### src/rtl/hazard_ctrl_pkg.sv
// Shared types and defaults for the pipeline hazard/flush controller.
package hazard_ctrl_pkg;

    typedef enum logic [1:0] {
        HC_RUN         = 2'd0,
        HC_FLUSH_FRONT = 2'd1,
        HC_FLUSH_ALL   = 2'd2
    } hc_state_e;

    localparam int HC_DEPTH        = 4;
    localparam int HC_FLUSH_CYCLES = 1;
    localparam int HC_RA_W         = 5;

endpackage

### src/rtl/hazard_ctrl_inflight_queue.sv
// In-order queue of issued instructions tagged {has_rd, rd}; lookups, occupancy, sticky retire-error flag.
module inflight_queue
    import hazard_ctrl_pkg::*;
#(
    parameter int DEPTH = HC_DEPTH,
    parameter int RA_W  = HC_RA_W,
    localparam int CW   = $clog2(DEPTH + 1),
    localparam int PW   = $clog2(DEPTH)
) (
    input  logic            clk,
    input  logic            reset,
    input  logic            push_i,
    input  logic            push_has_rd_i,
    input  logic [RA_W-1:0] push_rd_i,
    input  logic            pop_i,
    input  logic            clear_i,
    input  logic            ret_has_rd_i,
    input  logic [RA_W-1:0] ret_rd_i,
    input  logic [RA_W-1:0] lk1_addr_i,
    input  logic [RA_W-1:0] lk2_addr_i,
    output logic            lk1_hit_o,
    output logic            lk2_hit_o,
    output logic [CW-1:0]   count_o,
    output logic            err_o
);

    logic [RA_W-1:0] rd_q [DEPTH];
    logic [DEPTH-1:0] has_q;
    logic [DEPTH-1:0] vld_q;
    logic [PW-1:0]    wr_ptr_q;
    logic [PW-1:0]    rd_ptr_q;
    logic [CW-1:0]    count_q;
    logic             err_q;
    logic             empty;
    logic             do_pop;
    logic             mismatch;

    function automatic logic [PW-1:0] ptr_next(input logic [PW-1:0] p);
        return (p == PW'(DEPTH - 1)) ? '0 : p + PW'(1);
    endfunction

    assign empty    = (count_q == '0);
    assign do_pop   = pop_i && !empty;
    // Tag disagreement alone is an error; the address only matters when a write was tracked.
    assign mismatch = (has_q[rd_ptr_q] != ret_has_rd_i) ||
                      (has_q[rd_ptr_q] && (rd_q[rd_ptr_q] != ret_rd_i));

    always_comb begin
        lk1_hit_o = 1'b0;
        lk2_hit_o = 1'b0;
        for (int i = 0; i < DEPTH; i++) begin
            if (vld_q[i] && has_q[i] && (rd_q[i] == lk1_addr_i)) lk1_hit_o = 1'b1;
            if (vld_q[i] && has_q[i] && (rd_q[i] == lk2_addr_i)) lk2_hit_o = 1'b1;
        end
    end

    always_ff @(posedge clk or posedge reset) begin
        if (reset) begin
            wr_ptr_q <= '0;
            rd_ptr_q <= '0;
            count_q  <= '0;
            vld_q    <= '0;
            has_q    <= '0;
            err_q    <= 1'b0;
            for (int i = 0; i < DEPTH; i++) rd_q[i] <= '0;
        end else if (clear_i) begin
            wr_ptr_q <= '0;
            rd_ptr_q <= '0;
            count_q  <= '0;
            vld_q    <= '0;
        end else begin
            if (pop_i && (empty || mismatch)) err_q <= 1'b1;
            if (do_pop) begin
                vld_q[rd_ptr_q] <= 1'b0;
                rd_ptr_q        <= ptr_next(rd_ptr_q);
            end
            // Placed after the pop so a full-queue push into the slot being freed wins.
            if (push_i) begin
                vld_q[wr_ptr_q] <= 1'b1;
                has_q[wr_ptr_q] <= push_has_rd_i;
                rd_q[wr_ptr_q]  <= push_rd_i;
                wr_ptr_q        <= ptr_next(wr_ptr_q);
            end
            case ({push_i, do_pop})
                2'b10:   count_q <= count_q + CW'(1);
                2'b01:   count_q <= count_q - CW'(1);
                default: count_q <= count_q;
            endcase
        end
    end

    assign count_o = count_q;
    assign err_o   = err_q;

endmodule

### src/rtl/hazard_ctrl.sv
// Pipeline stall/flush controller: RAW hazard stalls from the in-flight queue, registered flush sequencing.
module hazard_ctrl
    import hazard_ctrl_pkg::*;
#(
    parameter int DEPTH        = HC_DEPTH,
    parameter int FLUSH_CYCLES = HC_FLUSH_CYCLES,
    parameter int RA_W         = HC_RA_W,
    localparam int CW          = $clog2(DEPTH + 1),
    localparam int FW          = $clog2(FLUSH_CYCLES + 1)
) (
    input  logic            clk,
    input  logic            reset,
    input  logic            dec_valid,
    input  logic [RA_W-1:0] dec_rs1_addr,
    input  logic            dec_rs1_used,
    input  logic [RA_W-1:0] dec_rs2_addr,
    input  logic            dec_rs2_used,
    input  logic [RA_W-1:0] dec_rd_addr,
    input  logic            dec_rd_wr,
    input  logic            wb_valid,
    input  logic [RA_W-1:0] wb_rd_addr,
    input  logic            wb_rd_wr,
    input  logic            ex_redirect,
    input  logic            wb_exception,
    output logic            stall_fetch,
    output logic            stall_decode,
    output logic            flush_fetch,
    output logic            flush_decode,
    output logic            flush_execute,
    output logic [CW-1:0]   sb_count,
    output logic            sb_error
);

    hc_state_e     state_q, state_d;
    logic [FW-1:0] cnt_q, cnt_d;
    logic          hit1, hit2;
    logic          haz, full, run, stall, issue, pop;

    assign run   = (state_q == HC_RUN);
    assign haz   = dec_valid && ((dec_rs1_used && (dec_rs1_addr != '0) && hit1) ||
                                 (dec_rs2_used && (dec_rs2_addr != '0) && hit2));
    assign full  = (sb_count == CW'(DEPTH)) && !wb_valid;
    assign stall = (haz || (dec_valid && full)) && run;
    assign issue = dec_valid && !stall && run && !ex_redirect && !wb_exception;
    // Retires are dropped while the whole pipe is being squashed, including the entry edge.
    assign pop   = wb_valid && !wb_exception && (state_q != HC_FLUSH_ALL);

    assign stall_fetch  = stall;
    assign stall_decode = stall;

    inflight_queue #(
        .DEPTH (DEPTH),
        .RA_W  (RA_W)
    ) u_queue (
        .clk           (clk),
        .reset         (reset),
        .push_i        (issue),
        .push_has_rd_i (dec_rd_wr && (dec_rd_addr != '0)),
        .push_rd_i     (dec_rd_addr),
        .pop_i         (pop),
        .clear_i       (wb_exception),
        .ret_has_rd_i  (wb_rd_wr && (wb_rd_addr != '0)),
        .ret_rd_i      (wb_rd_addr),
        .lk1_addr_i    (dec_rs1_addr),
        .lk2_addr_i    (dec_rs2_addr),
        .lk1_hit_o     (hit1),
        .lk2_hit_o     (hit2),
        .count_o       (sb_count),
        .err_o         (sb_error)
    );

    always_ff @(posedge clk or posedge reset) begin
        if (reset) begin
            state_q <= HC_RUN;
            cnt_q   <= '0;
        end else begin
            state_q <= state_d;
            cnt_q   <= cnt_d;
        end
    end

    always_comb begin
        state_d       = state_q;
        cnt_d         = cnt_q;
        flush_fetch   = 1'b0;
        flush_decode  = 1'b0;
        flush_execute = 1'b0;
        case (state_q)
            HC_FLUSH_FRONT: begin
                flush_fetch  = 1'b1;
                flush_decode = 1'b1;
            end
            HC_FLUSH_ALL: begin
                flush_fetch   = 1'b1;
                flush_decode  = 1'b1;
                flush_execute = 1'b1;
            end
            default: ;
        endcase
        if (wb_exception) begin
            state_d = HC_FLUSH_ALL;
            cnt_d   = FW'(FLUSH_CYCLES);
        end else if (run) begin
            if (ex_redirect) begin
                state_d = HC_FLUSH_FRONT;
                cnt_d   = FW'(FLUSH_CYCLES);
            end
        end else if (cnt_q <= FW'(1)) begin
            state_d = HC_RUN;
            cnt_d   = '0;
        end else begin
            cnt_d = cnt_q - FW'(1);
        end
    end

endmodule

### config.mk
export PLATFORM = sky130hd
export DESIGN_NAME = hazard_ctrl
export DESIGN_NICKNAME = d
export VERILOG_FILES = /design/src/rtl/hazard_ctrl_pkg.sv /design/src/rtl/hazard_ctrl_inflight_queue.sv /design/src/rtl/hazard_ctrl.sv
export SDC_FILE = /design/constraint.sdc
export NUM_CORES = 1
export LEC_CHECK = 0
export ABC_AREA = 1
export BUFFER_PORTS_ARGS = -buffer_cell sky130_fd_sc_hd__buf_2
export CORE_AREA = 2 2 77 79
export DETAILED_ROUTE_END_ITERATION = 10
export DIE_AREA = 0 0 79 81
export PLACE_DENSITY = 0.75
export SETUP_SLACK_MARGIN = 0.05
export SYNTH_ARGS = -nofsm -noshare
export SYNTH_HDL_FRONTEND = slang
export SYNTH_SLANG_ARGS = --single-unit
### constraint.sdc
create_clock -name clk -period 2.2 [get_ports clk]
set_input_delay 0.33 -clock clk [delete_from_list [all_inputs] [get_ports clk]]
set_output_delay 0.33 -clock clk [all_outputs]
set_load 0.005 [all_outputs]
==> run metrics, run 1 <==
Detail Route Antenna Nets 0; largest family of logic cells by synthesized area simple AND/OR/NAND/NOR gates; final antenna diode count 0; Area Growth Syn to Fin 33.5%; endpoints failing setup 1; Cell variety after synth 33; Worst Path Buf+Inv 4; CP Class register to register; Worst Hold Class input port to asynchronous set/reset pin; first-pass GRT wire length 13600 um; delay-heaviest family, CP simple AND/OR/NAND/NOR gates; FF-to-FF setup slack -0.03 ns; Pwr Density 497 nW/um2; MaxCap Viol Count 0; total CTS buffers 5; Setup Total Neg Slack -0.0251 ns; hold slack 0.150 ns; WP data arrival 2.41 ns; number of synthesized register bits 38; crit-path cells inv_2 > nand2_1 > nand2_1 > nor2_1 > nand3_1 > nand2_2 > o21ai_4 > nand4_4 > nand2_2 > inv_2 > fa_2 > xnor2_2 > inv_1 > nand2_1 > nand2_1 > inv_1 > nor2_1; Compound-Gate Fraction of Synth Area 0.119; 1st-iter DRT viols 282; Die ar. 6400 um2; Residual DRC 0; crit path from u_queue.rd_q[17]$_DFFE_PP0P_; Slew Limit Fails 0; Mapped Area 2820 um2; Die H 81 um; RSZ-0062 raised after global routing yes; initial antenna violation count 0; die span in x 79 um; core area 5680 um2; CTS sink cnt 38; hold bufs inserted after CTS 0; ratio of final minimum period to clock period 1.01; Final Instance Count excl. Fillers 604; Critical R2R Launch u_queue.rd_q[17]$_DFFE_PP0P_; H-tree levels 2; register area share after synthesis 0.337; Setup WS post-layout -0.0251 ns; CP max FO 5; Worst Setup EP u_queue.count_o[2]$_DFFE_PP0P_; Overflow after GRT 0; fin nets 569; Tot Pwr 1.87 mW; Skew-Pair Late Insertion Delay 0.29 ns; Worst Tran Pin Value 0.585 ns; Final Skew 0.00541 ns; status complete, but fails checks; post-synthesis xor/xnor area fraction 0.0155; CP Depth 17; mux cell area share after synthesis 0; highest-delay cell along the critical path dfrtp_2; Via Count 3199; Bufs on Longest Clock Path 2; Clock transition at path regs 0.08 ns; TritonCTS clock tree done; Pleak 2.01 nW; Syn Area/Cell 6.47 um2; largest net degree at the start of global routing 39; drt total wl 8860 um; Final Hold Viols 0; IO Count 39; Peak VDD IR 0.000665 V; CP startpoint kind register; CP peak stage delay 0.48 ns; Synth Area in Adders 0.0515; Cell Count Post-Placement 577; Cells after Synth 436; routed len/inst 14.7 um; fmax 449 MHz; Worst Setup End Kind register; GRT Resource Usage Total 0.276; Port-buffer cells 38; share of cells above drive strength 1 0.327; syn nets 477; final RePlAce weighted congestion 0.994; std cell rows 28; Register-to-Register Path Depth 17; vias per cell 5.30; Syn. warnings 0; Crit path top cell by count nand2_1; DP HPWL 6450 um; simple-gate share of the synthesized area 0.383; Initial Util 0.497; Pre-antenna DRT Iters 5; Final min period 2.23 ns; failing checks negative setup slack; FF-to-FF End u_queue.count_o[2]$_DFFE_PP0P_; Root Buffer Master clkbuf_8; CP required 2.39 ns; vias in the first global route 2850; Rel. slew slack 0.606
[cells in the mapped netlist, drive strengths merged]
cell    instances  area share
a21o            1      0.0027
a21oi          10       0.018
a31oi           1      0.0022
buf             7       0.017
clkbuf          1      0.0013
clkinv          2      0.0027
dfrtp          38        0.34
fa              1      0.0071
ha             10       0.044
inv            54       0.072
nand2         158        0.22
nand3          36       0.066
nand3b          1      0.0027
nand4           5       0.016
nor2           51       0.071
nor3            4      0.0071
o21ai          47       0.085
o21bai          1      0.0067
o22ai           1      0.0022
o31ai           1      0.0027
or4             1      0.0027
xnor2           3      0.0093
xor2            2      0.0062
[worst register-to-register path: stages, from the launching register on]
cell and delay [ns]:
dfrtp_2 0.48, inv_2 0.09, nand2_1 0.05, nand2_1 0.05, nor2_1 0.05, nand3_1 0.08
nand2_2 0.08, o21ai_4 0.22, nand4_4 0.13, nand2_2 0.09, inv_2 0.04, fa_2 0.37
xnor2_2 0.17, inv_1 0.06, nand2_1 0.05, nand2_1 0.04, inv_1 0.04, nor2_1 0.03
[stage by stage]
stage | setup WS, ns | utilization | instance area [um2]
4_1_cts | 0.000699 | 0.625 | 3550
2_1_floorplan | 0.0827 | - | 2820
6_report | -0.0251 | 0.663 | 3760
3_5_place_dp | -0.119 | 0.586 | 3320
3_3_place_gp | -0.0983 | 0.586 | 3320
5_1_grt | -0.156 | 0.663 | 3760
[routing by layer]
layer | vias up | track usage | routed length (um)
li1 | 1567 | - | -
met4 | 0 | 0.0724 | 146
met1 | 1495 | 0.374 | 3860
met3 | 12 | 0.0344 | 578
met2 | 125 | 0.469 | 4270
met5 | - | 0 | 0
[worst min path at each step]
stage | endpoint | slack [ns] | cells after the start
3_3_place_gp | u_queue.err_o$_DFFE_PP0P_ | 0.44 | 1
3_5_place_dp | u_queue.err_o$_DFFE_PP0P_ | 0.45 | 1
4_1_cts | state_q[0]$_DFFE_PP0P_ | 0.17 | 3
2_1_floorplan | state_q[1]$_DFFE_PP0P_ | 0.42 | 1
5_1_grt | u_queue.wr_ptr_q[0]$_DFFE_PP0P_ | 0.21 | 3
6_report | u_queue.wr_ptr_q[0]$_DFFE_PP0P_ | 0.15 | 3
[report_power, final]
group          switching [mW]  internal [mW]
sequential             0.0687          0.751
clock                   0.243          0.253
combinational           0.315          0.239
[repair_timing]
item                                    CTS  global route
pin swaps                                 8            26
setup buffers                            10             9
endpoints found under the hold margin     0             0
endpoints found under the setup margin    4            28
gates resized for setup                  25            51
cloned                                    0             0
[cell families after synthesis]
logic type               count (synthesis)
AO/OA/AOI/OAI                           62
XOR/XNOR                                 5
adder cells (fa/ha/maj)                 11
buffers and inverters                   64
flip-flops                              38
AND/OR/NAND/NOR                        256
[flip-flops by register name, summed over array words and instances, names as in the netlist]
register          count
state_q               2
u_queue.has_q         4
u_queue.vld_q         4
u_queue.wr_ptr_q      2
u_queue.err_o         1
u_queue.rd_q         20
u_queue.rd_ptr_q      2
u_queue.count_o       3
[layout by cell type, fill, tap and decap left out, drive strengths merged]
cell type  instances
a21o               1
a21oi             10
a31oi              1
buf               93
clkbuf             7
clkinv             3
dfrtp             38
fa                 1
ha                10
inv               54
nand2            158
nand3             36
nand3b             1
nand4              5
nor2              51
nor3               4
o21ai             47
o21bai             1
o22ai              1
o31ai              1
or4                1
xnor2              3
xor2               2
[final cells by class]
type / instances / area, um2
Fill cell: 519 / 1910
Multi-Input combinational cell: 334 / 1750
Sequential cell: 38 / 963
Timing Repair Buffer: 93 / 651
Inverter: 56 / 210
Tap cell: 75 / 93.8
Clock buffer: 7 / 86.3
Clock inverter: 1 / 5.00
Power figures use the tool's default switching activity.
==> inputs of run 2 (changes only) <==
--- a/config.mk
+++ b/config.mk
@@ -12,6 +12,7 @@
 export DIE_AREA = 0 0 79 81
 export PLACE_DENSITY = 0.75
 export SETUP_SLACK_MARGIN = 0.05
+export SKIP_CTS_REPAIR_TIMING = 1
 export SYNTH_ARGS = -nofsm -noshare
 export SYNTH_HDL_FRONTEND = slang
 export SYNTH_SLANG_ARGS = --single-unit
==> run 2 against run 1 <==
  * The run still ends with negative setup slack left
  * Combinational power decreased by 4.2%
  * Clock skew is 0.0015 ns higher
  * Cell count down 1.7%
  * Critical path type unchanged
  * Largest cell class unchanged
==> run metrics, run 2 (same netlist as run 1, synthesis figures left out) <==
Final Skew 0.00690 ns; max reg flops 20; Peak VDD IR 0.000642 V; Post-Place Worst Slack -0.119 ns; failing checks negative setup slack; commonest non-fill, non-tap cells in the layout nand2_1, nor2_1, buf_2; CP required 2.39 ns; hold slack 0.148 ns; Root Buffer Master clkbuf_8; CTS sink cnt 38; final antenna diode count 0; std cell rows 28; RSZ-0062 raised after global routing yes; Final Hold Viols 0; commonest non-fill, non-tap cell in the layout nand2_1; Cell Count Post-Placement 577; CP max FO 4; Via Count 3078; total CTS buffers 5; initial antenna violation count 0; IO Count 39; vias in the first global route 2732; Worst Tran Pin Value 0.601 ns; status complete, but fails checks; final RePlAce weighted congestion 0.994; share of cells above drive strength 1 0.310; Port-buffer cells 38; Setup WS post-layout -0.0461 ns; Bufs on Longest Clock Path 2; DP HPWL 6450 um; CP Class register to register; vias per cell 5.18; Clock transition at path regs 0.07 ns; 1st-iter DRT viols 253; first-pass GRT wire length 13200 um; Final Instance Count excl. Fillers 594; Largest regs u_queue.rd_q x20, u_queue.has_q x4, u_queue.vld_q x4; endpoints failing setup 2; Tot Pwr 1.85 mW; Detail Route Antenna Nets 0; die span in x 79 um; post-placement cell area 3320 um2; Rel. slew slack 0.595; drt total wl 8720 um; Worst Setup End Kind register; Pre-antenna DRT Iters 5; core area 5680 um2; routed len/inst 14.7 um; Die H 81 um; Slew Limit Fails 0; MaxCap Viol Count 0; Final min period 2.25 ns; fin nets 559; Skew-Pair Late Insertion Delay 0.29 ns; Overflow after GRT 0; WP data arrival 2.43 ns; Pwr Density 502 nW/um2; ratio of final minimum period to clock period 1.02; GRT Resource Usage Total 0.266; largest net degree at the start of global routing 39; CP startpoint kind register; TritonCTS clock tree done; Biggest register u_queue.rd_q; Die ar. 6400 um2; Final Cell Area 3680 um2; Residual DRC 0; Pleak 1.97 nW; fmax 445 MHz; H-tree levels 2; Initial Util 0.497; Worst Hold Class input port to asynchronous set/reset pin; Area Growth Syn to Fin 30.5%
run 2: layer usage:
layer	GRT usage	wire length [um]	vias to the layer above
li1	-	-	1543
met2	0.443	4190	122
met4	0.0672	167	0
met3	0.0356	611	12
met5	0	0	-
met1	0.367	3750	1401
run 2: worst paths after layout:
path | startpoint | slack (ns) | depth (start not counted) | to
worst max-delay path | u_queue.rd_q[5]$_DFFE_PP0P_ | -0.05 | 17 | u_queue.count_o[2]$_DFFE_PP0P_
worst min-delay path | reset | 0.15 | 3 | u_queue.wr_ptr_q[0]$_DFFE_PP0P_
worst max register to register | u_queue.rd_q[5]$_DFFE_PP0P_ | -0.05 | 17 | u_queue.count_o[2]$_DFFE_PP0P_
worst min register to register | u_queue.err_o$_DFFE_PP0P_ | 0.46 | 1 | u_queue.err_o$_DFFE_PP0P_
max in group asynchronous | reset | 1.67 | 3 | u_queue.rd_q[6]$_DFFE_PP0P_
min in group clk | ex_redirect | 0.25 | 2 | state_q[1]$_DFFE_PP0P_
run 2: power by group:
| part | switching, mW | internal [mW] |
|---|---|---|
| logic | 0.308 | 0.223 |
| clock network | 0.244 | 0.253 |
| registers | 0.0672 | 0.751 |
| total | 0.620 | 1.23 |
run 2: cell type report:
cell class | count | area (um2)
Clock buffer | 7 | 86.3
Clock inverter | 1 | 5.00
Fill cell | 519 | 2000
Inverter | 56 | 210
Multi-Input combinational cell | 334 | 1750
Sequential cell | 38 | 963
Tap cell | 75 | 93.8
Timing Repair Buffer | 83 | 572
run 2: worst max-delay path, stage by stage (launching register included):
cell,delay (ns)
dfrtp_1,0.37
inv_2,0.07
buf_6,0.12
o21ai_4,0.13
nor2_2,0.06
nand3_1,0.09
nand2_2,0.08
o21bai_4,0.18
nand4_4,0.11
nand2_2,0.09
inv_2,0.04
fa_2,0.38
xnor2_2,0.20
inv_1,0.06
nand2_1,0.05
nand2_1,0.04
inv_1,0.04
nor2_1,0.03
run 2: metrics by stage:
stage	utilization	setup TNS (ns)
after global routing	0.648	-0.371
after detailed placement	0.586	-0.119
after CTS	0.602	-0.173
after global placement	0.586	-0.0983
final	0.648	-0.0517
after floorplan	-	0
